<file path="config.mk">
export PLATFORM = sky130hd
export DESIGN_NAME = uart_receiver
export DESIGN_NICKNAME = d
export VERILOG_FILES = /design/src/rtl/uart_receiver.sv
export SDC_FILE = /design/constraint.sdc
export NUM_CORES = 1
export LEC_CHECK = 0
export ABC_CLOCK_PERIOD_IN_PS = 2150
export CORE_UTILIZATION = 61
export CTS_CLUSTER_DIAMETER = 150
export DETAILED_ROUTE_END_ITERATION = 6
export DONT_BUFFER_PORTS = 1
export GPL_TIMING_DRIVEN = 0
export PLACE_DENSITY = 0.77
export SLEW_MARGIN = 30
export SYNTH_ARGS = -nofsm -noshare
export SYNTH_HDL_FRONTEND = slang
export SYNTH_SLANG_ARGS = --single-unit
export TNS_END_PERCENT = 20
</file>
<file path="constraint.sdc">
create_clock -name clk -period 2.15 [get_ports clk]
set_clock_uncertainty 0.2 [all_clocks]
set_input_delay 0.645 -clock clk [delete_from_list [all_inputs] [get_ports clk]]
set_output_delay 0.645 -clock clk [all_outputs]
set_load 0.01 [all_outputs]
</file>
<file path="src/rtl/uart_receiver.sv">
// UART receiver, 8N1, LSB first. Mid-bit sampling through a two-flop synchroniser.
// Each received byte is held until the consumer acknowledges it with read.
// Framing errors pulse for one cycle. Overrun errors stay set until read.
module uart_receiver #(
  parameter int CLKS_PER_BIT = 40,
  parameter int DATA_BITS    = 8
) (
  input  logic                 clk,
  input  logic                 reset,
  input  logic                 Receiver,
  input  logic                 read,
  output logic [DATA_BITS-1:0] data_out,
  output logic                 data_ready,
  output logic                 busy,
  output logic                 framing_error,
  output logic                 overrun_error
);

  localparam int CNT_W = $clog2(CLKS_PER_BIT);
  localparam int IDX_W = (DATA_BITS > 1) ? $clog2(DATA_BITS) : 1;
  localparam logic [CNT_W-1:0] CNT_MID  = CNT_W'(CLKS_PER_BIT / 2 - 1);
  localparam logic [CNT_W-1:0] CNT_LAST = CNT_W'(CLKS_PER_BIT - 1);
  localparam logic [IDX_W-1:0] IDX_LAST = IDX_W'(DATA_BITS - 1);

  // Handshake: data_ready acts as valid and read acts as ready. data_out is stable while
  // data_ready=1. An edge with read=1 consumes the byte and clears data_ready and overrun_error.
  // If a byte completes on that same edge, the new byte replaces the old one and data_ready stays 1.

  typedef enum logic [2:0] {IDLE, START, DATA, STOP, BRK} state_t;

  state_t               state, state_n;
  logic [1:0]           sync;
  logic                 rx_s;
  logic [CNT_W-1:0]     cnt, cnt_n;
  logic [IDX_W-1:0]     idx, idx_n;
  logic [DATA_BITS-1:0] shift, shift_n;
  logic [DATA_BITS-1:0] data_out_n;
  logic                 data_ready_n, framing_error_n, overrun_error_n;

  assign rx_s = sync[1];
  assign busy = (state != IDLE);

  // Two-flop synchroniser on the asynchronous line. It idles high so reset cannot fake a start bit.
  always_ff @(posedge clk) begin
    if (reset) sync <= 2'b11;
    else       sync <= {sync[0], Receiver};
  end

  // State register and registered outputs
  always_ff @(posedge clk) begin
    if (reset) begin
      state         <= IDLE;
      cnt           <= '0;
      idx           <= '0;
      shift         <= '0;
      data_out      <= '0;
      data_ready    <= 1'b0;
      framing_error <= 1'b0;
      overrun_error <= 1'b0;
    end else begin
      state         <= state_n;
      cnt           <= cnt_n;
      idx           <= idx_n;
      shift         <= shift_n;
      data_out      <= data_out_n;
      data_ready    <= data_ready_n;
      framing_error <= framing_error_n;
      overrun_error <= overrun_error_n;
    end
  end

  // Next-state and output logic. cnt_n defaults to 0, so every state change or bit boundary clears it.
  always_comb begin
    state_n         = state;
    cnt_n           = '0;
    idx_n           = idx;
    shift_n         = shift;
    data_out_n      = data_out;
    data_ready_n    = data_ready;
    framing_error_n = 1'b0;
    overrun_error_n = overrun_error;

    if (read) begin
      data_ready_n    = 1'b0;
      overrun_error_n = 1'b0;
    end

    case (state)
      IDLE: begin
        if (!rx_s) state_n = START;
      end
      START: begin
        if (cnt == CNT_MID) begin
          // Confirm the start bit at its midpoint. A short glitch falls back to IDLE silently.
          if (!rx_s) begin
            state_n = DATA;
            idx_n   = '0;
          end else begin
            state_n = IDLE;
          end
        end else begin
          cnt_n = cnt + CNT_W'(1);
        end
      end
      DATA: begin
        if (cnt == CNT_LAST) begin
          shift_n[idx] = rx_s;
          if (idx == IDX_LAST) state_n = STOP;
          else                 idx_n   = idx + IDX_W'(1);
        end else begin
          cnt_n = cnt + CNT_W'(1);
        end
      end
      STOP: begin
        if (cnt == CNT_LAST) begin
          if (rx_s) begin
            state_n = IDLE;
            if (!data_ready || read) begin
              data_out_n   = shift;
              data_ready_n = 1'b1;
            end else begin
              overrun_error_n = 1'b1;
            end
          end else begin
            // A low stop bit may be a break condition. Wait for the line to go high before rearming.
            framing_error_n = 1'b1;
            state_n         = BRK;
          end
        end else begin
          cnt_n = cnt + CNT_W'(1);
        end
      end
      BRK: begin
        if (rx_s) state_n = IDLE;
      end
      default: state_n = IDLE;
    endcase
  end

endmodule

</file>
==> flow_summary.json, run 1 <==
{
  "synth_seq_area_share_pct": 44.2,
  "grt_pass1_vias": 1057,
  "worstSkewPairLatency_ps": 330,
  "swShare_pct": 23.4,
  "power-per-cell-area_mw_per_mm2": 623,
  "syn_avg_cell_area_um2": 9.70,
  "clockRootBuffer": "clkbuf_4",
  "drive_above_1_share_pct": 14.3,
  "cts_setup_buffers": 0,
  "clock_power_share_pct": 33.6,
  "worstMarginPinSlew_ps": 415,
  "min_path_cells": 1,
  "nNetsFinal": 167,
  "synth_simple_gate_area_share_pct": 29.6,
  "vias": 1107,
  "ys_seq_elements": 33,
  "end_kind": "output port",
  "die_w_um": 51.5,
  "place.gp.congestion": 0.911,
  "muxShareOfSynthArea_pct": 11.7,
  "avgRoutedWirePerCell_um": 14.6,
  "synthXorXnorAreaFrac_pct": 1.76,
  "initial_core_util_pct": 66.3,
  "ys_types": 40,
  "finalHoldViolations": 0,
  "synth_top_family_by_area": "simple AND/OR/NAND/NOR gates",
  "p_leak_nw": 0.591,
  "grt_use_total_pct": 24.3,
  "ys_warn_count": 0,
  "post-route-period-util_pct": 97.3,
  "syn_nets": 161,
  "critPathMaxFanout": 10,
  "first_pass_iters": 4,
  "ctsHtreeMaxLevel": 2,
  "r2r-start": "cnt[0]$_SDFF_PP0_",
  "relSlewSlack_pct": 72.2,
  "synth_edf_count": 0,
  "power_frac_comb_pct": 4.2,
  "syn2layout_area_growth_pct": 6.87,
  "pin_count": 16,
  "antenna_left": 0,
  "totalWireLength_um": 2750,
  "ir_drop_mv": 0.506,
  "final_util_pct": 70.8,
  "path_class": "reg -> out",
  "drt_iter0_drc": 15,
  "clockBufferDepth": 2,
  "n_fill_cell": 195,
  "path_clk_slew_ps": 100,
  "syn_inst": 154,
  "status": "complete, no violations",
  "slew_viol_final": 0,
  "setup_viol": 0,
  "hpwl_um": 1980,
  "netSwitchingPower_mw": 0.232,
  "fin_tns_setup_ps": 0,
  "seq_power_share_pct": 62.2,
  "cts_buffers": 5,
  "row_count": 17,
  "numPortBuffers": 0,
  "crit_start": "state[0]$_SDFFE_PP0P_",
  "antenna_found_initial": 0,
  "cap_violations": 0,
  "cp-start-kind": "register",
  "rrSetupSlack_ps": 120,
  "synth_ff_type": "dfxtp_1",
  "synth-compound-area-share_pct": 7.29,
  "cp.arrival_ps": 1250,
  "numClockSinks": 33,
  "p_int_mw": 0.762,
  "regArea_um2": 664,
  "antenna_cells": 0,
  "grt-ovfl-total": 0,
  "rr_worst_depth": 5,
  "syn_area_mm2": 0.00149,
  "async_reset_ff_share_pct": 0,
  "die_area_mm2": 0.00265,
  "synthAdderAreaFrac_pct": 2.51,
  "drc": 0,
  "die_h_um": 51.5,
  "cts_tree": "yes",
  "fmax_mhz": 478,
  "fin_crit_ps": 2090,
  "vias_per_cell": 5.86,
  "worst_hold_path_type": "in -> reg",
  "critPathRequiredTime_ps": 1300,
  "holdPathEnd": "overrun_error$_SDFF_PP0_",
  "worstHoldStart": "read",
  "grt_max_degree": 11,
  "multi_input_area_um2": 795,
  "grt_pass1_wl_um": 4590,
  "regToRegEndpoint": "idx[0]$_SDFFE_PP0P_",
  "rsz0062_at_grt": "false",
  "design.core.area_mm2": 0.00225
}
[flip-flops by register name, summed over array words and instances (netlist names), 2 cells and up]
register  cells
cnt           6
idx           3
state         3
shift         8
data_out      8
sync          2
[critical path, stage by stage, from the launching register on]
cell and delay, ps:
dfxtp_4 380, clkbuf_8 160, or3_4 380
[layout by cell type, fill, tap and decap left out, types with 2 or more instances in the layout]
cell type / n
nor2_1: 8
dfxtp_1: 32
a31oi_1: 2
nor3_1: 9
a22o_1: 2
xor2_1: 2
nand4b_1: 2
and3_1: 3
or2_2: 4
ha_1: 3
nand2b_1: 19
clkbuf_4: 5
mux2i_1: 16
clkbuf_1: 8
nor2b_1: 2
nand2_1: 6
nand3_1: 7
buf_2: 2
a21oi_1: 3
nor3b_2: 2
[per-layer routing]
| layer | track usage (%) | vias up | share of wire, % |
|---|---|---|---|
| met3 | 8.77 | 7 | 3.5 |
| met5 | 0 | - | 0 |
| met1 | 28.1 | 523 | 46 |
| met2 | 39.4 | 22 | 48 |
| met4 | 11.7 | 0 | 2.0 |
| li1 | - | 555 | - |
[repair_timing]
item | 4_1_cts | 5_1_grt
gates resized for setup | 4 | 2
endpoints found under the setup margin | 1 | 1
hold buffers | 0 | 0
[cells in the mapped netlist (all sizes together) (2+ instances only)]
cell type / n / area (um^2)
a22o: 2 / 17.5
nand3: 7 / 35.0
nor3: 10 / 55.1
nand2b: 19 / 119
nand2: 6 / 22.5
nor3b: 3 / 32.5
nor2b: 2 / 12.5
a21oi: 3 / 15.0
clkbuf: 8 / 30.0
buf: 2 / 10.0
ha: 3 / 37.5
mux2i: 16 / 160
xor2: 2 / 17.5
nand4b: 2 / 17.5
or3b: 2 / 20.0
dfxtp: 33 / 661
nor2: 8 / 30.0
or2: 5 / 31.3
and3: 3 / 18.8
a31oi: 3 / 25.0
[power groups by stage]
stage,combinational [mW],clock (mW),sequential (mW)
after detailed placement,0.0411,0,0.631
after CTS,0.0407,0.338,0.619
after floorplan,0.0334,0,0.630
final,0.0417,0.334,0.618
after global routing,0.0453,0.376,0.619
after global placement,0.0398,0,0.630
[layout make-up]
class | count | area share, %
multi-input combinational | 110 | 49.8
sequential | 33 | 41.6
buffer | 9 | 2.90
clock buffer | 7 | 2.82
tap | 28 | 2.19
clock inverter | 1 | 0.470
inverter | 1 | 0.235
[worst max-delay path by stage]
| stage | to | slack [ps] | cells past startpoint |
|---|---|---|---|
| final | busy | 60 | 2 |
| after global routing | busy | 4 | 2 |
| after CTS | busy | 30 | 2 |
| after detailed placement | idx[0]$_SDFFE_PP0P_ | 130 | 5 |
| after global placement | busy | 150 | 3 |
| after floorplan | busy | 250 | 3 |
[cell families after synthesis]
group	after synthesis
compound gates	14
xor+xnor	3
simple gates	73
mux	17
fa+ha+maj	3
flops	33
buf+inv	11
[per-stage QoR]
| stage | area [um^2] | total power, mW | setup WS [ps] | hold slack (ps) | std cells |
|---|---|---|---|---|---|
| floorplan | 1490 | 0.663 | 254 | 189 | 154 |
| global route | 1600 | 1.04 | 3.93 | 155 | 189 |
| global placement | 1530 | 0.670 | 154 | 197 | 182 |
| detailed placement | 1530 | 0.672 | 131 | 198 | 182 |
| finish | 1600 | 0.994 | 58.1 | 185 | 189 |
| CTS | 1590 | 0.997 | 30.3 | 176 | 189 |
(Power assumes the default switching activity.)
==> run 2, diff against run 1 <==
--- a/config.mk
+++ b/config.mk
@@ -6,12 +6,10 @@
 export NUM_CORES = 1
 export LEC_CHECK = 0
 export ABC_CLOCK_PERIOD_IN_PS = 2150
-export CORE_UTILIZATION = 61
+export CORE_UTILIZATION = 41
 export CTS_CLUSTER_DIAMETER = 150
 export DETAILED_ROUTE_END_ITERATION = 6
-export DONT_BUFFER_PORTS = 1
 export GPL_TIMING_DRIVEN = 0
-export PLACE_DENSITY = 0.77
 export SLEW_MARGIN = 30
 export SYNTH_ARGS = -nofsm -noshare
 export SYNTH_HDL_FRONTEND = slang
==> flow_summary.json, run 2 (same netlist as run 1, synthesis figures left out) <==
{
  "ir_drop_mv": 0.318,
  "grt_pass1_wl_um": 5230,
  "power-per-cell-area_mw_per_mm2": 581,
  "clockRootBuffer": "clkbuf_4",
  "clock_power_share_pct": 34.6,
  "setup_viol": 0,
  "place.gp.congestion": 0.798,
  "p_int_mw": 0.790,
  "die_w_um": 62.4,
  "grt-ovfl-total": 0,
  "grt_use_total_pct": 17.2,
  "worstHoldStart": "sync[0]$_SDFF_PP1_",
  "grt_pass1_vias": 1179,
  "critPathRequiredTime_ps": 1300,
  "syn2layout_area_growth_pct": 17.1,
  "antenna_cells": 0,
  "crit_family": "buffers and inverters",
  "nNetsFinal": 181,
  "fmax_mhz": 478,
  "antenna_left": 0,
  "finalHoldViolations": 0,
  "status": "complete, no violations",
  "critPathMaxFanout": 3,
  "fin_crit_ps": 2090,
  "final_cell_mix": "dfxtp_1 (31), nand2b_1 (19), mux2i_1 (16)",
  "crit_chain": "clkdlybuf4s50_1",
  "drt_iter0_drc": 44,
  "drc": 0,
  "die_h_um": 62.4,
  "cts_tree": "yes",
  "worst_slack_ps": 58.9,
  "netSwitchingPower_mw": 0.226,
  "path_class": "reg -> out",
  "max_stage_delay_ps": 550,
  "min_path_cells": 1,
  "antenna_found_initial": 0,
  "vias": 1151,
  "p_total_mw": 1.02,
  "worstMarginPinSlew_ps": 405,
  "pre_cts_slack_ps": -378,
  "end_kind": "output port",
  "relSlewSlack_pct": 72.7,
  "die_area_mm2": 0.00389,
  "rr_worst_depth": 5,
  "clockBufferDepth": 2,
  "postCtsHoldBufs": 0,
  "initial_core_util_pct": 43.7,
  "numPortBuffers": 14,
  "worst_hold_path_type": "reg -> reg",
  "holdPathEnd": "sync[1]$_SDFF_PP1_",
  "drive_above_1_share_pct": 13.8,
  "cts_buffers": 5,
  "post-route-period-util_pct": 97.3,
  "power_frac_comb_pct": 4.7,
  "worst-path-buf-inv": 1,
  "grt_max_degree": 11,
  "design.core.area_mm2": 0.00342,
  "row_count": 21,
  "p_leak_nw": 0.647,
  "swShare_pct": 22.2,
  "regToRegEndpoint": "idx[0]$_SDFFE_PP0P_",
  "numClockSinks": 33,
  "first_pass_iters": 4,
  "ctsHtreeMaxLevel": 2,
  "path_clk_slew_ps": 90,
  "cap_violations": 0,
  "rrSetupSlack_ps": 110,
  "hpwl_um": 2120,
  "critPathSlowestCell": "clkdlybuf4s50_1",
  "worstSkewPairLatency_ps": 330,
  "rsz0062_at_grt": "false",
  "totalWireLength_um": 2880,
  "pin_count": 16,
  "r2r-start": "cnt[0]$_SDFF_PP0_",
  "seq_power_share_pct": 60.7,
  "cp-start-kind": "register",
  "vias_per_cell": 5.23,
  "cp.arrival_ps": 1250,
  "top_regs": "data_out: 8 flops, shift: 8 flops, cnt: 6 flops",
  "slew_viol_final": 0,
  "final_common_cell": "dfxtp_1",
  "avgRoutedWirePerCell_um": 13.1
}
## run 2: cell types whose count changed in the layout (fill, tap and decap cells not counted)
cell	change
or3_4	-1
clkinvlp_4	-1
or3_1	+1
clkbuf_1	-1
dfxtp_2	+1
buf_4	+2
dfxtp_1	-1
clkdlybuf4s50_1	+13
## run 2: what timing repair did
action,in CTS,in global routing
gates resized for setup,9,1
endpoints found under the setup margin,1,1
pin swaps,1,1
setup buffers,2,0
## run 2: routing by layer
metal / global-route usage, % / vias up / wire [um]
li1: - / 581 / -
met5: 0 / - / 0
met2: 28.0 / 12 / 1370
met4: 7.85 / 0 / 59
met3: 4.96 / 6 / 85
met1: 20.9 / 552 / 1370
## run 2: stage by stage
| step | instances | cell area, um^2 | hold slack, ps | TNS [ps] | utilization (%) |
|---|---|---|---|---|---|
| 2_1_floorplan | 154 | 1490 | 189 | 0 | - |
| 3_3_place_gp | 214 | 1690 | 198 | -361 | 49.5 |
| 3_5_place_dp | 214 | 1690 | 202 | -378 | 49.5 |
| 4_1_cts | 221 | 1760 | 229 | 0 | 51.6 |
| 5_1_grt | 220 | 1750 | 244 | 0 | 51.2 |
| 6_report | 220 | 1750 | 224 | 0 | 51.2 |
## run 2: worst max-delay path by stage
stage	startpoint	endpoint	slack [ps]	cells past startpoint
after global routing	data_ready$_SDFF_PP0_	data_ready	20	1
after detailed placement	state[0]$_SDFFE_PP0P_	busy	-380	4
after CTS	state[0]$_SDFFE_PP0P_	busy	30	3
after floorplan	state[0]$_SDFFE_PP0P_	busy	250	3
after global placement	state[0]$_SDFFE_PP0P_	busy	-360	4
final	data_ready$_SDFF_PP0_	data_ready	60	1
## run 2: power by group through the flow
stage                     clock, mW  sequential [mW]  combinational [mW]
after detailed placement          0            0.631              0.0477
after CTS                     0.363            0.617              0.0509
after global routing          0.391            0.617              0.0528
after global placement            0            0.630              0.0464
final                         0.351            0.616              0.0478
after floorplan                   0            0.630              0.0334
## run 2: cell type report
type / instances / area [um^2]
Clock buffer: 7 / 55.1
Sequential cell: 33 / 666
Tap cell: 46 / 57.6
Buffer: 7 / 27.5
Multi-Input combinational cell: 110 / 790
Fill cell: 347 / 1670
Timing Repair Buffer: 16 / 150
Inverter: 1 / 3.75
==> run 3, diff against run 2 <==
--- a/config.mk
+++ b/config.mk
@@ -9,7 +9,6 @@
 export CORE_UTILIZATION = 41
 export CTS_CLUSTER_DIAMETER = 150
 export DETAILED_ROUTE_END_ITERATION = 6
-export GPL_TIMING_DRIVEN = 0
 export SLEW_MARGIN = 30
 export SYNTH_ARGS = -nofsm -noshare
 export SYNTH_HDL_FRONTEND = slang
==> flow_summary.json, run 3 (same netlist as run 1, synthesis figures left out) <==
{
  "cp.arrival_ps": 1240,
  "ctsHtreeMaxLevel": 2,
  "postCtsHoldBufs": 0,
  "drt_iter0_drc": 60,
  "power-per-cell-area_mw_per_mm2": 644,
  "swShare_pct": 21.4,
  "p_int_mw": 0.914,
  "design.core.area_mm2": 0.00342,
  "vias_per_cell": 5.24,
  "worst_hold_path_type": "reg -> reg",
  "cts_tree": "yes",
  "rr_worst_depth": 5,
  "end_kind": "output port",
  "antenna_found_initial": 0,
  "n_fill_cell": 342,
  "vias": 1153,
  "seq_power_share_pct": 53.1,
  "syn2layout_area_growth_pct": 20.8,
  "fmax_mhz": 479,
  "place.gp.congestion": 0.834,
  "clockRootBuffer": "clkbuf_4",
  "grt-ovfl-total": 0,
  "hpwl_um": 2170,
  "die_area_mm2": 0.00389,
  "clockBufferDepth": 2,
  "numPortBuffers": 15,
  "antenna_left": 0,
  "clock_power_share_pct": 42.7,
  "worst_slack_ps": 63.8,
  "path_class": "reg -> out",
  "totalWireLength_um": 2940,
  "pre_cts_slack_ps": -33.7,
  "numClockSinks": 33,
  "row_count": 21,
  "max_stage_delay_ps": 550,
  "critPathSlowestCell": "clkdlybuf4s50_1",
  "final_util_pct": 52.8,
  "crit_chain": "clkdlybuf4s50_1",
  "top_regs": "data_out: 8 flops, shift: 8 flops, cnt: 6 flops",
  "worstSkewPairLatency_ps": 340,
  "regToRegEndpoint": "idx[0]$_SDFFE_PP0P_",
  "fin_crit_ps": 2090,
  "path_depth": 1,
  "finalHoldViolations": 0,
  "p_total_mw": 1.16,
  "grt_max_degree": 19,
  "netSwitchingPower_mw": 0.248,
  "relSlewSlack_pct": 73.6,
  "final_common_cell": "dfxtp_1",
  "worstMarginPinSlew_ps": 395,
  "grt_pass1_vias": 1176,
  "die_h_um": 62.4,
  "critPathRequiredTime_ps": 1300,
  "grt_use_total_pct": 17.3,
  "first_pass_iters": 4,
  "antenna_cells": 0,
  "drc": 0,
  "rsz0062_at_grt": "false",
  "critPathMaxFanout": 2,
  "cp-start-kind": "register",
  "multi_input_area_um2": 792,
  "ir_drop_mv": 0.336,
  "regArea_um2": 662,
  "final_cell_mix": "dfxtp_1 (32), nand2b_1 (19), mux2i_1 (16)",
  "postCtsResizedCells": 3,
  "r2r-start": "cnt[0]$_SDFF_PP0_",
  "crit_start": "data_out[6]$_SDFFE_PP0P_",
  "cts_buffers": 5,
  "post-route-period-util_pct": 97.0,
  "drive_above_1_share_pct": 17.2,
  "cap_violations": 0,
  "initial_core_util_pct": 43.7,
  "die_w_um": 62.4,
  "path_clk_slew_ps": 110,
  "slew_viol_final": 0,
  "cts_setup_buffers": 0,
  "worst-path-buf-inv": 1,
  "nNetsFinal": 180,
  "avgRoutedWirePerCell_um": 13.4,
  "setup_viol": 0,
  "crit_path_end": "data_out[6]",
  "status": "complete, no violations",
  "rrSetupSlack_ps": 130,
  "power_frac_comb_pct": 4.2,
  "crit_family": "buffers and inverters",
  "grt_pass1_wl_um": 5230,
  "p_leak_nw": 0.691,
  "pin_count": 16
}
==> run 3: final cells by class <==
cell class	instances	share of cell area [%]
multi-input cells	110	43.9
flip-flops and latches	33	36.7
repair buffers	22	11.1
well taps	46	3.19
clock buffers	6	2.84
clock inverters	2	2.08
inverters	1	0.208
==> run 3: power groups by stage <==
stage | Clock (mW) | Combinational (mW) | Sequential (mW)
after detailed placement | 0 | 0.0505 | 0.631
final | 0.497 | 0.0493 | 0.617
after floorplan | 0 | 0.0334 | 0.630
after global placement | 0 | 0.0497 | 0.631
after global routing | 0.536 | 0.0539 | 0.618
after CTS | 0.511 | 0.0504 | 0.617
==> run 3: metrics by stage <==
step,hold slack (ps),instance area (um^2),TNS [ps],cells
2_1_floorplan,189,1490,0,154
3_3_place_gp,195,1710,0,212
3_5_place_dp,200,1710,-33.7,212
4_1_cts,231,1800,0,220
5_1_grt,237,1800,0,220
6_report,225,1800,0,220
==> run 3: worst min-delay path by stage <==
stage / startpoint / cells after the start / slack, ps / end
after global placement: sync[0]$_SDFF_PP1_ / 1 / 190 / sync[1]$_SDFF_PP1_
after global routing: sync[0]$_SDFF_PP1_ / 1 / 240 / sync[1]$_SDFF_PP1_
after CTS: sync[0]$_SDFF_PP1_ / 1 / 230 / sync[1]$_SDFF_PP1_
after detailed placement: sync[0]$_SDFF_PP1_ / 1 / 200 / sync[1]$_SDFF_PP1_
final: sync[0]$_SDFF_PP1_ / 1 / 230 / sync[1]$_SDFF_PP1_
after floorplan: sync[0]$_SDFF_PP1_ / 1 / 190 / sync[1]$_SDFF_PP1_
==> run 3: metal layers <==
metal  global-route usage (%)  share of wire [%]  vias up
li1                         -                  -      580
met1                     19.9                 47      542
met2                     28.4                 46       25
met3                     5.33                4.5        6
met4                     9.30                2.3        0
met5                        0                  0        -
